## config.mk

```make
export PLATFORM = sky130hd
export DESIGN_NAME = bin2bcd_seq
export DESIGN_NICKNAME = d
export VERILOG_FILES = /design/src/rtl/bin2bcd_seq.sv
export SDC_FILE = /design/constraint.sdc
export NUM_CORES = 1
export LEC_CHECK = 0
export CAP_MARGIN = 40
export CORE_UTILIZATION = 55
export DETAILED_ROUTE_END_ITERATION = 8
export GPL_ROUTABILITY_DRIVEN = 0
export GPL_TIMING_DRIVEN = 1
export HOLD_SLACK_MARGIN = 0.1
export PLACE_DENSITY_LB_ADDON = 0.12
export SKIP_CTS_REPAIR_TIMING = 1
export SLEW_MARGIN = 10
export SYNTH_ARGS = -nofsm -noshare
export SYNTH_HDL_FRONTEND = slang
export SYNTH_SLANG_ARGS = --single-unit
```

## constraint.sdc

```tcl
create_clock -name clk -period 3.6 [get_ports clk]
set_clock_uncertainty 0.15 [all_clocks]
set_input_delay 0.72 -clock clk [delete_from_list [all_inputs] [get_ports clk]]
set_output_delay 0.72 -clock clk [all_outputs]
set_load 0.02 [all_outputs]
```

## src/rtl/bin2bcd_seq.sv

```systemverilog
// rtl/bin2bcd_seq.sv - sequential double-dabble binary-to-BCD converter, one bit per clock
module bin2bcd_seq #(
  parameter int BIN_W  = 8,
  parameter int DIGITS = 3
) (
  input  logic                  clk,
  input  logic                  rst_n,
  input  logic                  in_valid,
  output logic                  in_ready,
  input  logic [BIN_W-1:0]      bin_in,
  output logic                  out_valid,
  input  logic                  out_ready,
  output logic [4*DIGITS-1:0]   bcd_out,
  output logic                  busy
);

  localparam int AW = 4 * DIGITS;
  localparam int SW = AW + BIN_W;
  localparam int CW = $clog2(BIN_W + 1);

  function automatic logic digits_suffice();
    logic [127:0] pow10;
    pow10 = 128'd1;
    for (int i = 0; i < DIGITS; i++) pow10 = pow10 * 128'd10;
    return pow10 > ((128'd1 << BIN_W) - 128'd1);
  endfunction

  if (!digits_suffice()) begin : g_digits_check
    $error("bin2bcd_seq: DIGITS too small to hold the largest BIN_W-bit value");
  end

  typedef enum logic [1:0] {IDLE, SHIFT, DONE} state_t;

  state_t          state;
  // sr = {BCD accumulator, binary operand}; shifting it as one word moves the binary MSB into the units digit
  logic [SW-1:0]   sr;
  logic [SW-1:0]   sr_adj;
  logic [SW-1:0]   sr_next;
  logic [CW-1:0]   cnt;

  always_comb begin
    sr_adj = sr;
    for (int d = 0; d < DIGITS; d++) begin
      if (sr[BIN_W + 4*d +: 4] >= 4'd5)
        sr_adj[BIN_W + 4*d +: 4] = sr[BIN_W + 4*d +: 4] + 4'd3;
    end
    sr_next = sr_adj << 1;
  end

  assign in_ready = (state == IDLE);
  assign busy     = (state == SHIFT);

  always_ff @(posedge clk or negedge rst_n) begin
    if (!rst_n) begin
      state     <= IDLE;
      sr        <= '0;
      cnt       <= '0;
      bcd_out   <= '0;
      out_valid <= 1'b0;
    end else begin
      case (state)
        IDLE: begin
          if (in_valid) begin
            sr    <= SW'(bin_in);
            cnt   <= CW'(BIN_W);
            state <= SHIFT;
          end
        end
        SHIFT: begin
          sr  <= sr_next;
          cnt <= cnt - CW'(1);
          if (cnt == CW'(1)) begin
            bcd_out   <= sr_next[SW-1:BIN_W];
            out_valid <= 1'b1;
            state     <= DONE;
          end
        end
        DONE: begin
          if (out_ready) begin
            out_valid <= 1'b0;
            state     <= IDLE;
          end
        end
        default: state <= IDLE;
      endcase
    end
  end

endmodule
```

Word level (Yosys, flattened, before mapping). Index checks and enable logic that the tools add are counted. W data, S select, Z words.

Output and inout bits: 15. Bits in registers: 39. RAM bits: 0. Bits in latches: 0. ROM bits: 0. Memories kept: 0. Word-level logic and storage cells: 39.

Order comparisons: 3. Equal/unequal tests: 6. Shift operators: 0. Divide/modulo/power cells: 0. $mul: 0. Bitwise logic cells: 0. Reductions and logical operators: 7. Add/subtract/negate cells: 4. Mux-type cells: 14.

Operators with widths (number): $pmux W20 S2 (1); $mux W20 (1); $ge A4 B3 Y1 const B (3); $mux W4 (3); $add A4 B2 Y4 const B (2); $pmux W4 S2 (1); $mux W2 (3); $pmux W2 S3 (1); $reduce_and A3 Y1 (2); $eq A4 B1 Y1 const B (1); $ne A2 B2 Y1 const B (2); $reduce_and A2 Y1 (2); $reduce_bool A2 Y1 (2); $sub A4 B1 Y4 const B (1); $add A3 B2 Y3 const B (1); $mux W3 (1); $eq A2 B1 Y1 const B (1); $eq A2 B2 Y1 const B (1); $logic_not A2 Y1 (1); $mux W1 (2); $ne A2 B1 Y1 const B (1); $pmux W1 S2 (1).

Depth between registers and ports, before layout. Gate-level depths: netlist of the first run.

Depth in word-level cells: 3. Mapped depth: 7. Gate-level depth less buffers: 6.

Least setup slack after synthesis of the first run. No wires, ideal clock.

Path kind: register to output. Start point: register state[1]. End point: output busy. Slack: 1.797 ns. Buffers on the path: 2. Arrival: 0.933 ns. Stages on the path, launching flop included: 5. Path through: dfrtp_1 > nand2b_1 > buf_6 > inv_4 > buf_2.

Word-level cells in the longest chain between the ends: 1.

Ends and longest elaborated chain: start, declared (RTL line 34) `state_t state;`; start signal, assigned (RTL line 55) `state <= IDLE;`; start signal, assigned (RTL line 66) `state <= SHIFT;`; start signal, assigned (RTL line 75) `state <= DONE;`; $eq A2 B1 Y1 (RTL line 51) `assign busy = (state == SHIFT);`; end, declared (RTL line 14) `output logic busy`.

No other way between the ends.

Final worst setup path of the first run.
Start point: register state[0]. End point: output busy.

The elaborated chain is that of the path after synthesis.

==> results.py, run 1 <==
metrics = {
    "run": {
        "cap_viol_max_count": 0,
    },
    "global_routing": {
        "grt_util_met2_pct": 42.1,
        "overflow": 0,
        "top_usage_layer": "met2",
        "grt_pass1_wl_mm": 6.22,
        "grtUsageMet1_pct": 27.5,
        "grt_usage_pct": 23.4,
        "antenna_found_initial": 0,
        "grt_use_met3_pct": 4.48,
        "grt_max_degree": 30,
        "first_global_vias": 1445,
    },
    "worst_setup_path": {
        "crit_path_max_fanout": 14,
        "endpoint_kind": "primary output",
        "crit_type": "flop to primary output",
        "cp-start-kind": "flop",
        "path_cells": "nand2b_1 > inv_4 > clkdlybuf4s50_1",
        "crit_arrival_ns": 2.12,
        "crit_family": "buffers and inverters",
        "r2r_start": "state[1]",
        "cp.required_ns": 2.73,
        "r2r_cells": 4,
        "cpMaxStageDelayCell": "clkdlybuf4s50_1",
        "max_stage_delay_ns": 0.63,
        "reg2reg_to": "bcd_out[6]",
        "critical_path_buf_inv_count": 2,
        "r2r_slack_ns": 1.45,
    },
    "hold_path": {
        "holdPathEnd": "bcd_out[3]",
        "hp-class": "flop to flop",
        "hp-start": "bcd_out[3]",
        "hold_depth": 2,
    },
    "yosys": {
        "yosysMostFrequentCell": "dfrtp_1",
        "syn-num-nets": 204,
        "yosys_register_bits": 39,
        "synth_compound_area_share_pct": 17.7,
        "syn_area_per_cell_um2": 10.3,
        "ys_seq_area_share_pct": 51.5,
        "yosys.area.top_type": "dfrtp_1",
        "synthTopCellsByArea": "dfrtp_1 (51%), o21ai_0 (7.7%), ha_1 (5.3%)",
        "synthDistinctLibCells": 28,
        "synth_mux_area_share_pct": 5.87,
        "synth_edf_count": 0,
        "synth-simple-area-share_pct": 13.5,
        "ys_async_sr_fraction_pct": 100,
        "synthAdderAreaFrac_pct": 5.28,
        "synth_area_mm2": 0.00190,
        "synth-xor-area-share_pct": 1.39,
        "synth_warnings": 0,
        "synth_top_family_by_area": "compound AO/OA/AOI/OAI gates",
        "synth_top_cells_by_count": "dfrtp_1 (39), o21ai_0 (29), nand2_1 (23)",
        "synthFlopType": "dfrtp_1",
        "synth_cells": 184,
        "synth.top_cell.area_share_pct": 51.5,
    },
    "power_and_ir_drop": {
        "finalPower_mw": 1.90,
        "powerDensity_mw_per_mm2": 852,
        "vdd_drop_max_mv": 0.374,
        "p_leak_nw": 0.998,
    },
    "sta": {
        "period_share_pct": 83.0,
        "grt_setup_unrepaired": "false",
        "worstMarginPinSlew_ns": 0.740,
        "finalCriticalPeriod_ns": 2.99,
        "hold_violations": 0,
        "setup_viol": 0,
        "drv_slew": 0,
        "slew_headroom_pct": 50.6,
        "fmax_mhz": 335,
        "whs_ns": 0.340,
        "finalSetupTns_ns": 0,
        "final.setup.worst_slack_ns": 0.614,
    },
    "clock_network": {
        "cts-buffers-inserted": 5,
        "clock_sink_count": 39,
        "htree_levels": 2,
        "clock_latency_ns": 0.34,
        "cts_tree": "done",
        "clk_pin_slew_worst_paths_ns": 0.11,
        "cts_max_path_buffers": 2,
        "root_buffer": "clkbuf_4",
    },
    "final_layout": {
        "antenna_cells": 0,
        "final_nets": 232,
        "synthToLayoutAreaGrowth_pct": 18.0,
        "final_area_mm2": 0.00224,
        "instances_no_fill": 255,
        "finish.utilization_pct": 71.0,
        "drive_gt1_share_pct": 9.00,
    },
    "run_status": {
        "status": "completed",
    },
    "drt": {
        "wire_per_inst_um": 14.4,
        "drtIter0Drc": 80,
        "drt_wl_total_mm": 3.68,
        "avgViaCountPerCell": 5.58,
        "vias": 1423,
        "ant_nets": 0,
        "firstDrtPassIters": 4,
        "drc": 0,
    },
    "floorplan": {
        "die_height_um": 60.7,
        "die-area_mm2": 0.00369,
        "initial_core_util_pct": 60.1,
        "die_w_um": 60.7,
        "rows": 20,
        "core_mm2": 0.00315,
        "io_pins": 27,
    },
    "placed_design": {
        "place_ws_ns": 1.01,
        "hpwlAfterDp_mm": 2.71,
        "numPortBuffers": 26,
        "dp_cells": 248,
        "dpl_cell_area_mm2": 0.00219,
    },
}
## metal layers
layer	part of all wire [%]	wire, um
met3	3.4	125
met2	52	1900
met1	43	1590
met5	0	0
met4	1.7	63
## placed cells by master, fill, tap and decap left out, drive strengths merged
cell           count
a32o               1
o21bai             1
dlygate4sd3        1
a22oi              7
nor3b              6
buf                3
mux2               5
nand3              3
ha                 8
clkdlybuf4s50     25
a21oi             13
mux2i              4
clkbuf             6
nor2               2
dfrtp             39
nand2b             4
inv               11
nor3               4
a22o               5
nand3b             1
nor2b              6
nand2             24
xnor2              3
o21ai             29
## flip-flops by register name (all words and copies together) (netlist names)
name       flops
sr            20
bcd_out       12
cnt            4
state          2
out_valid      1
## tightest hold or removal path, cell delays in order (launching register included)
cell     delay (ns)
dfrtp_1        0.36
nand2_1        0.05
o21ai_0        0.06
## cell families after synthesis
| family | count (synthesis) |
|---|---|
| mux | 9 |
| buf+inv | 19 |
| simple gates | 50 |
| xor+xnor | 3 |
| fa+ha+maj | 8 |
| compound gates | 56 |
| flops | 39 |
## report_power, final
group | switching, mW | internal [mW]
logic | 0.485 | 0.434
clock network | 0.131 | 0.0696
registers | 0.166 | 0.620
total | 0.781 | 1.12
## how the worst max path moves through the flow
stage / startpoint / end / slack [ns] / depth (start not counted)
after floorplan: state[1] / busy / 1.80 / 4
after global placement: state[1] / busy / 1.01 / 3
after detailed placement: state[0] / busy / 1.01 / 3
after CTS: state[0] / busy / 0.62 / 3
after global routing: state[0] / busy / 0.51 / 3
final: state[0] / busy / 0.61 / 3
## cell type report
class | instances | area [um^2]
Timing Repair Buffer | 29 | 293
Inverter | 11 | 43.8
Clock buffer | 6 | 41.3
Sequential cell | 39 | 976
Tap cell | 44 | 55.1
Multi-Input combinational cell | 126 | 828
Fill cell | 261 | 916
Note: power is estimated with default switching activity, not from simulation.
==> run 2, diff against run 1 <==
Settings changed: CORE_UTILIZATION 55 to 53.
Clock period 3.6 ns to 3.1 ns, I/O delays scaled along.
==> run 2 against run 1 <==
Effect of this change:
- sequential power rose by 15%
- clock-buffer cell count is the same
- sequential share of layout area decreased by 0.77 points
- power is 21% higher
- design area rose by 1.8%
- first-iteration DRC count rose by 20%
- critical endpoint unchanged
- final cell count up 1.6%
- utilization shrank 3.8 points
- combinational power rose by 16%
- via count down 1.9%
- hold slack better by 0.0019 ns
- die area grew 3.7%
==> results.py, run 2 (synthesis results as in run 1) <==
metrics = {
    "floorplan": {
        "initial_core_util_pct": 55.9,
        "die_height_um": 61.8,
        "die_w_um": 61.8,
        "rows": 21,
        "core_mm2": 0.00339,
        "die-area_mm2": 0.00382,
        "io_pins": 27,
    },
    "final_layout": {
        "final_nets": 233,
        "layout_commonest_cell": "dfrtp_1",
        "register_area_um2": 976,
        "reg_top3": "sr: 20 flops, bcd_out: 12 flops, cnt: 4 flops",
        "antenna_cells": 0,
        "regMostFlops": "sr",
        "fillers": 255,
        "drive_gt1_share_pct": 9.86,
        "multi_input_area_um2": 828,
        "synthToLayoutAreaGrowth_pct": 20.1,
        "layout_common_cells": "dfrtp_1 (39), o21ai_0 (29), clkdlybuf4s50_1 (25)",
        "final_area_mm2": 0.00228,
        "largest_register_ffs": 20,
    },
    "power_and_ir_drop": {
        "powerDensity_mw_per_mm2": 1010,
        "vdd_drop_max_mv": 0.459,
        "p_leak_nw": 1.02,
    },
    "global_routing": {
        "antenna_found_initial": 0,
        "grt_max_degree": 38,
        "first_global_vias": 1321,
        "grt_pass1_wl_mm": 5.70,
        "overflow": 0,
        "grt_usage_pct": 20.9,
    },
    "hold_path": {
        "hp-class": "flop to flop",
        "hp-start": "bcd_out[5]",
        "hold_depth": 2,
        "holdPathEnd": "bcd_out[5]",
    },
    "clock_network": {
        "clk_pin_slew_worst_paths_ns": 0.12,
        "cts_tree": "done",
        "cts-buffers-inserted": 5,
        "clock_sink_count": 39,
        "root_buffer": "clkbuf_4",
        "htree_levels": 2,
        "clock_latency_ns": 0.35,
        "cts_max_path_buffers": 2,
    },
    "worst_setup_path": {
        "r2r_start": "state[0]",
        "r2r_cells": 4,
        "cp-start-kind": "flop",
        "cpMaxStageDelayCell": "clkdlybuf4s50_1",
        "path_cells": "nand2b_1 > inv_4 > clkdlybuf4s50_1",
        "crit_arrival_ns": 2.12,
        "cp.required_ns": 2.33,
        "crit_type": "flop to primary output",
        "endpoint_kind": "primary output",
        "r2r_slack_ns": 1.03,
        "max_stage_delay_ns": 0.63,
        "crit_path_max_fanout": 14,
        "reg2reg_to": "bcd_out[2]",
    },
    "run": {
        "cap_viol_max_count": 0,
    },
    "sta": {
        "finalCriticalPeriod_ns": 2.89,
        "finalSetupTns_ns": 0,
        "worstMarginPinSlew_ns": 0.418,
        "period_share_pct": 93.2,
        "slew_headroom_pct": 72.1,
        "hold_violations": 0,
        "drv_slew": 0,
        "final.setup.worst_slack_ns": 0.211,
        "setup_viol": 0,
        "fmax_mhz": 346,
        "grt_setup_unrepaired": "false",
    },
    "drt": {
        "wl_met2_mm": 1.81,
        "firstDrtPassIters": 4,
        "wl_met1_mm": 1.59,
        "drt_wl_total_mm": 3.52,
        "avgViaCountPerCell": 5.39,
        "drc": 0,
        "dr.max_layer_used": "met4",
        "ant_nets": 0,
        "wire_per_inst_um": 13.6,
        "vias": 1396,
        "met3_wirelength_um": 98,
        "drtIter0Drc": 96,
    },
    "placed_design": {
        "dpl_cell_area_mm2": 0.00220,
        "place_ws_ns": 0.597,
        "numPortBuffers": 26,
        "hpwlAfterDp_mm": 2.48,
    },
    "run_status": {
        "status": "completed",
    },
}
run 2: area by class of cell:
cell class	count	area share [%]
multi-input combinational	126	36.4
tap	46	2.53
clock inverter	1	1.32
sequential	39	42.9
clock buffer	6	1.81
inverter	11	1.92
timing repair buffer	30	13.2
run 2: metal layers:
metal / up-vias / track usage, %
li1: 694 / -
met1: 678 / 25.1
met2: 21 / 35.3
met3: 3 / 6.00
met4: 0 / 8.25
met5: - / 0
run 2: stage by stage:
| stage | util (%) | power (mW) | std cells | hold WS (ns) |
|---|---|---|---|---|
| after CTS | 66.9 | 2.31 | 258 | -0.108 |
| after detailed placement | 64.8 | 1.98 | 251 | 0.278 |
| after floorplan | - | 1.64 | 184 | 0.174 |
| after global placement | 64.2 | 1.93 | 250 | 0.311 |
| final | 67.2 | 2.30 | 259 | 0.342 |
| after global routing | 67.2 | 2.48 | 259 | 0.374 |
run 2: worst max-delay path, delay by kind of cell (launching register included):
kind | cells | cell delay, ns
and+or+nand+nor | 1 | 0.31
DFF | 1 | 0.59
buffers and inverters | 2 | 0.86
run 2: power by group:
group          internal, mW  switching (mW)
clock network         0.166           0.163
logic                 0.509           0.557
registers             0.719           0.184
total                  1.39           0.904
run 2: worst max-delay path by stage:
stage,from,endpoint,cells after the start
3_5_place_dp,state[0],busy,3
3_3_place_gp,state[0],busy,3
5_1_grt,state[0],busy,3
4_1_cts,state[0],busy,3
6_report,state[0],busy,3
2_1_floorplan,state[1],busy,4
==> variant (flow settings as in run 1) <==
`BIN_W`: 8 -> 9.
--- a/src/rtl/bin2bcd_seq.sv
+++ b/src/rtl/bin2bcd_seq.sv
@@ -1,5 +1,5 @@
 // rtl/bin2bcd_seq.sv - sequential double-dabble binary-to-BCD converter, one bit per clock
 module bin2bcd_seq #(
-  parameter int BIN_W  = 8,
+  parameter int BIN_W  = 9,
   parameter int DIGITS = 3
 ) (
Ports: changed (resized bin_in); port bits go from 27 to 28. No check against the original RTL was run, so the function may have changed too.
==> variant against run 1 <==
Sequential cell count is 1 higher. Worst setup slack better by 0.029 ns. Register-to-register slack better by 0.19 ns. Cell count increased by 5.9%. Critical path depth unchanged. Cell area grew 6.2%. First-iteration DRC count decreased by 24%. Fmax grew 0.97%. Utilization up 0.21 points. Hold slack improved by 0.0031 ns. Routed wire length rose by 3.2%. Total power increased by 18%. Synthesized area is 1.7% higher. Critical path type unchanged.
==> variant: results (changes against run 1) <==
| Metric | Value |
|---|---|
| Synth cell count leaders | `40 x dfrtp_1, 30 x nand2_1, 27 x o21ai_0, 10 x a21oi_1, 10 x inv_1` |
| GRT Total Usage | `0.2362 (+0.001700)` |
| Worst hold path startpoint | `bcd_out[4]` |
| Reg2Reg Capture Point | `sr[20]` |
| Number of iterations in the first detailed-routing pass | `4 (unchanged)` |
| Status | `finished clean` |
| Peak VDD IR | `0.0004362 V (+17%)` |
| Hold Path Stages | `2 (unchanged)` |
| First-pass GRT wire length | `6237 µm (+0.22%)` |
| PortBufs | `27 (+3.8%)` |
| Reg-to-reg slack, setup | `1.64 ns (+0.19 ns)` |
| Sequential area share after synthesis | `0.5195 (+0.004629)` |
| Total CTS buffers | `5 (unchanged)` |
| Ys async rst share | `1.000 (unchanged)` |
| Clock Root Buffer | `clkbuf_4` |
| Largest net degree at the start of global routing | `31 (+3.3%)` |
| Share of layout cells above drive strength 1 | `0.1071 (+0.01710)` |
| Hold worst-path end | `bcd_out[4]` |
| R2r startpoint | `state[0]` |
| GR Overflow Total | `0 (unchanged)` |
| CP Max Fanout | `15 (+1)` |
| Syn Nets | `214 (+4.9%)` |
| Clk buf depth | `2 (unchanged)` |
| Syn Area/Cell | `9.984 µm² (-3.1%)` |
| WHS | `0.3436 ns (+0.003130 ns)` |
| Routed vias/inst | `5.463 (-2.1%)` |
| Worst-path clk slew | `0.13 ns (+0.02 ns)` |
| Biggest regs | `sr: 21 flops, bcd_out: 12 flops, cnt: 4 flops` |
| Leak | `1.033 nW (+3.5%)` |
| 1st-iter DRT viols | `61 (-24%)` |
| Placed cell count | `261 (+5.2%)` |
| Placed cell area | `2237 µm² (+2.3%)` |
| Initial antenna violation count | `0 (unchanged)` |
| Routed WL | `3798 µm (+3.2%)` |
| Fin nets | `244 (+5.2%)` |
| Worst skew pair latency | `0.36 ns (+0.02 ns)` |
| CP arrival | `2.09 ns (-0.03 ns)` |
| Fin cells | `270 (+5.9%)` |
| Max-slew headroom | `0.5354 (+0.02942)` |
| Fill count | `258 (-1.1%)` |
| Top cells by area, synth | `dfrtp_1 52%, o21ai_0 7.0%, nand2_1 5.8%, ha_1 5.2%, a22oi_1 3.1%` |
| Worst Setup SP | `state[1]` |
| Cell variety after synth | `31 (+11%)` |
| Post-DP HPWL | `2707 µm (about the same)` |
| Vias in the first global route | `1379 (-4.6%)` |
| Max reg flops | `21 (+5.0%)` |
==> variant: changes by cell type after synthesis, moves of 2 or more <==
cell,delta
a22o_1,-4
buf_2,+3
clkbuf_1,-3
mux2_2,+2
mux2_4,-2
mux2i_1,-3
nand2_1,+7
o21ai_0,-2
o21ai_1,+9
==> variant: layer usage <==
metal  vias to the layer above  GRT usage  share of wire
met5                         -          0              0
met4                         0    0.08117          0.017
met3                         6    0.05882          0.033
met2                        24     0.4099           0.52
met1                       720     0.2869           0.43
li1                        725          -              -
==> variant: kinds of logic after synthesis <==
family / count (synthesis) / share of synthesized area
buf+inv: 18 / 0.04351
flops: 40 / 0.5195
mux: 6 / 0.03831
simple gates: 57 / 0.1500
fa+ha+maj: 8 / 0.05195
xor+xnor: 3 / 0.01364
compound gates: 61 / 0.1831
==> variant: how the worst max path moves through the flow <==
stage / end / slack, ns / cells after the start
3_5_place_dp: busy / 1.04 / 3
3_3_place_gp: busy / 1.07 / 3
4_1_cts: busy / 0.62 / 3
2_1_floorplan: in_ready / 1.84 / 2
5_1_grt: busy / 0.55 / 3
6_report: busy / 0.64 / 3
==> variant: report_power, final <==
group          internal, mW  switching [mW]  total (mW)
Sequential            0.640           0.181       0.821
Clock                 0.286           0.150       0.436
Combinational         0.452           0.547        1.00
==> variant: layout make-up <==
type / instances / area, µm² / area share
Inverter: 11 / 43.79 / 0.01844
Clock buffer: 5 / 37.54 / 0.01581
Timing Repair Buffer: 30 / 302.8 / 0.1275
Multi-Input combinational cell: 135 / 842.1 / 0.3546
Sequential cell: 40 / 1001 / 0.4215
Clock inverter: 3 / 90.09 / 0.03793
Tap cell: 46 / 57.56 / 0.02424
==> variant: metrics by stage <==
stage	worst slack [ns]	util	total power [mW]
2_1_floorplan	1.843	-	1.493
3_3_place_gp	1.068	0.6644	1.767
3_5_place_dp	1.042	0.6704	1.825
4_1_cts	0.6219	0.7087	2.273
5_1_grt	0.5482	0.7117	2.425
6_report	0.6425	0.7117	2.256
==> variant: critical path, cell delays in order, from the launching register on <==
cell and delay (ns):
dfrtp_1 0.54, nand2b_2 0.38, inv_4 0.20, clkdlybuf4s50_1 0.62
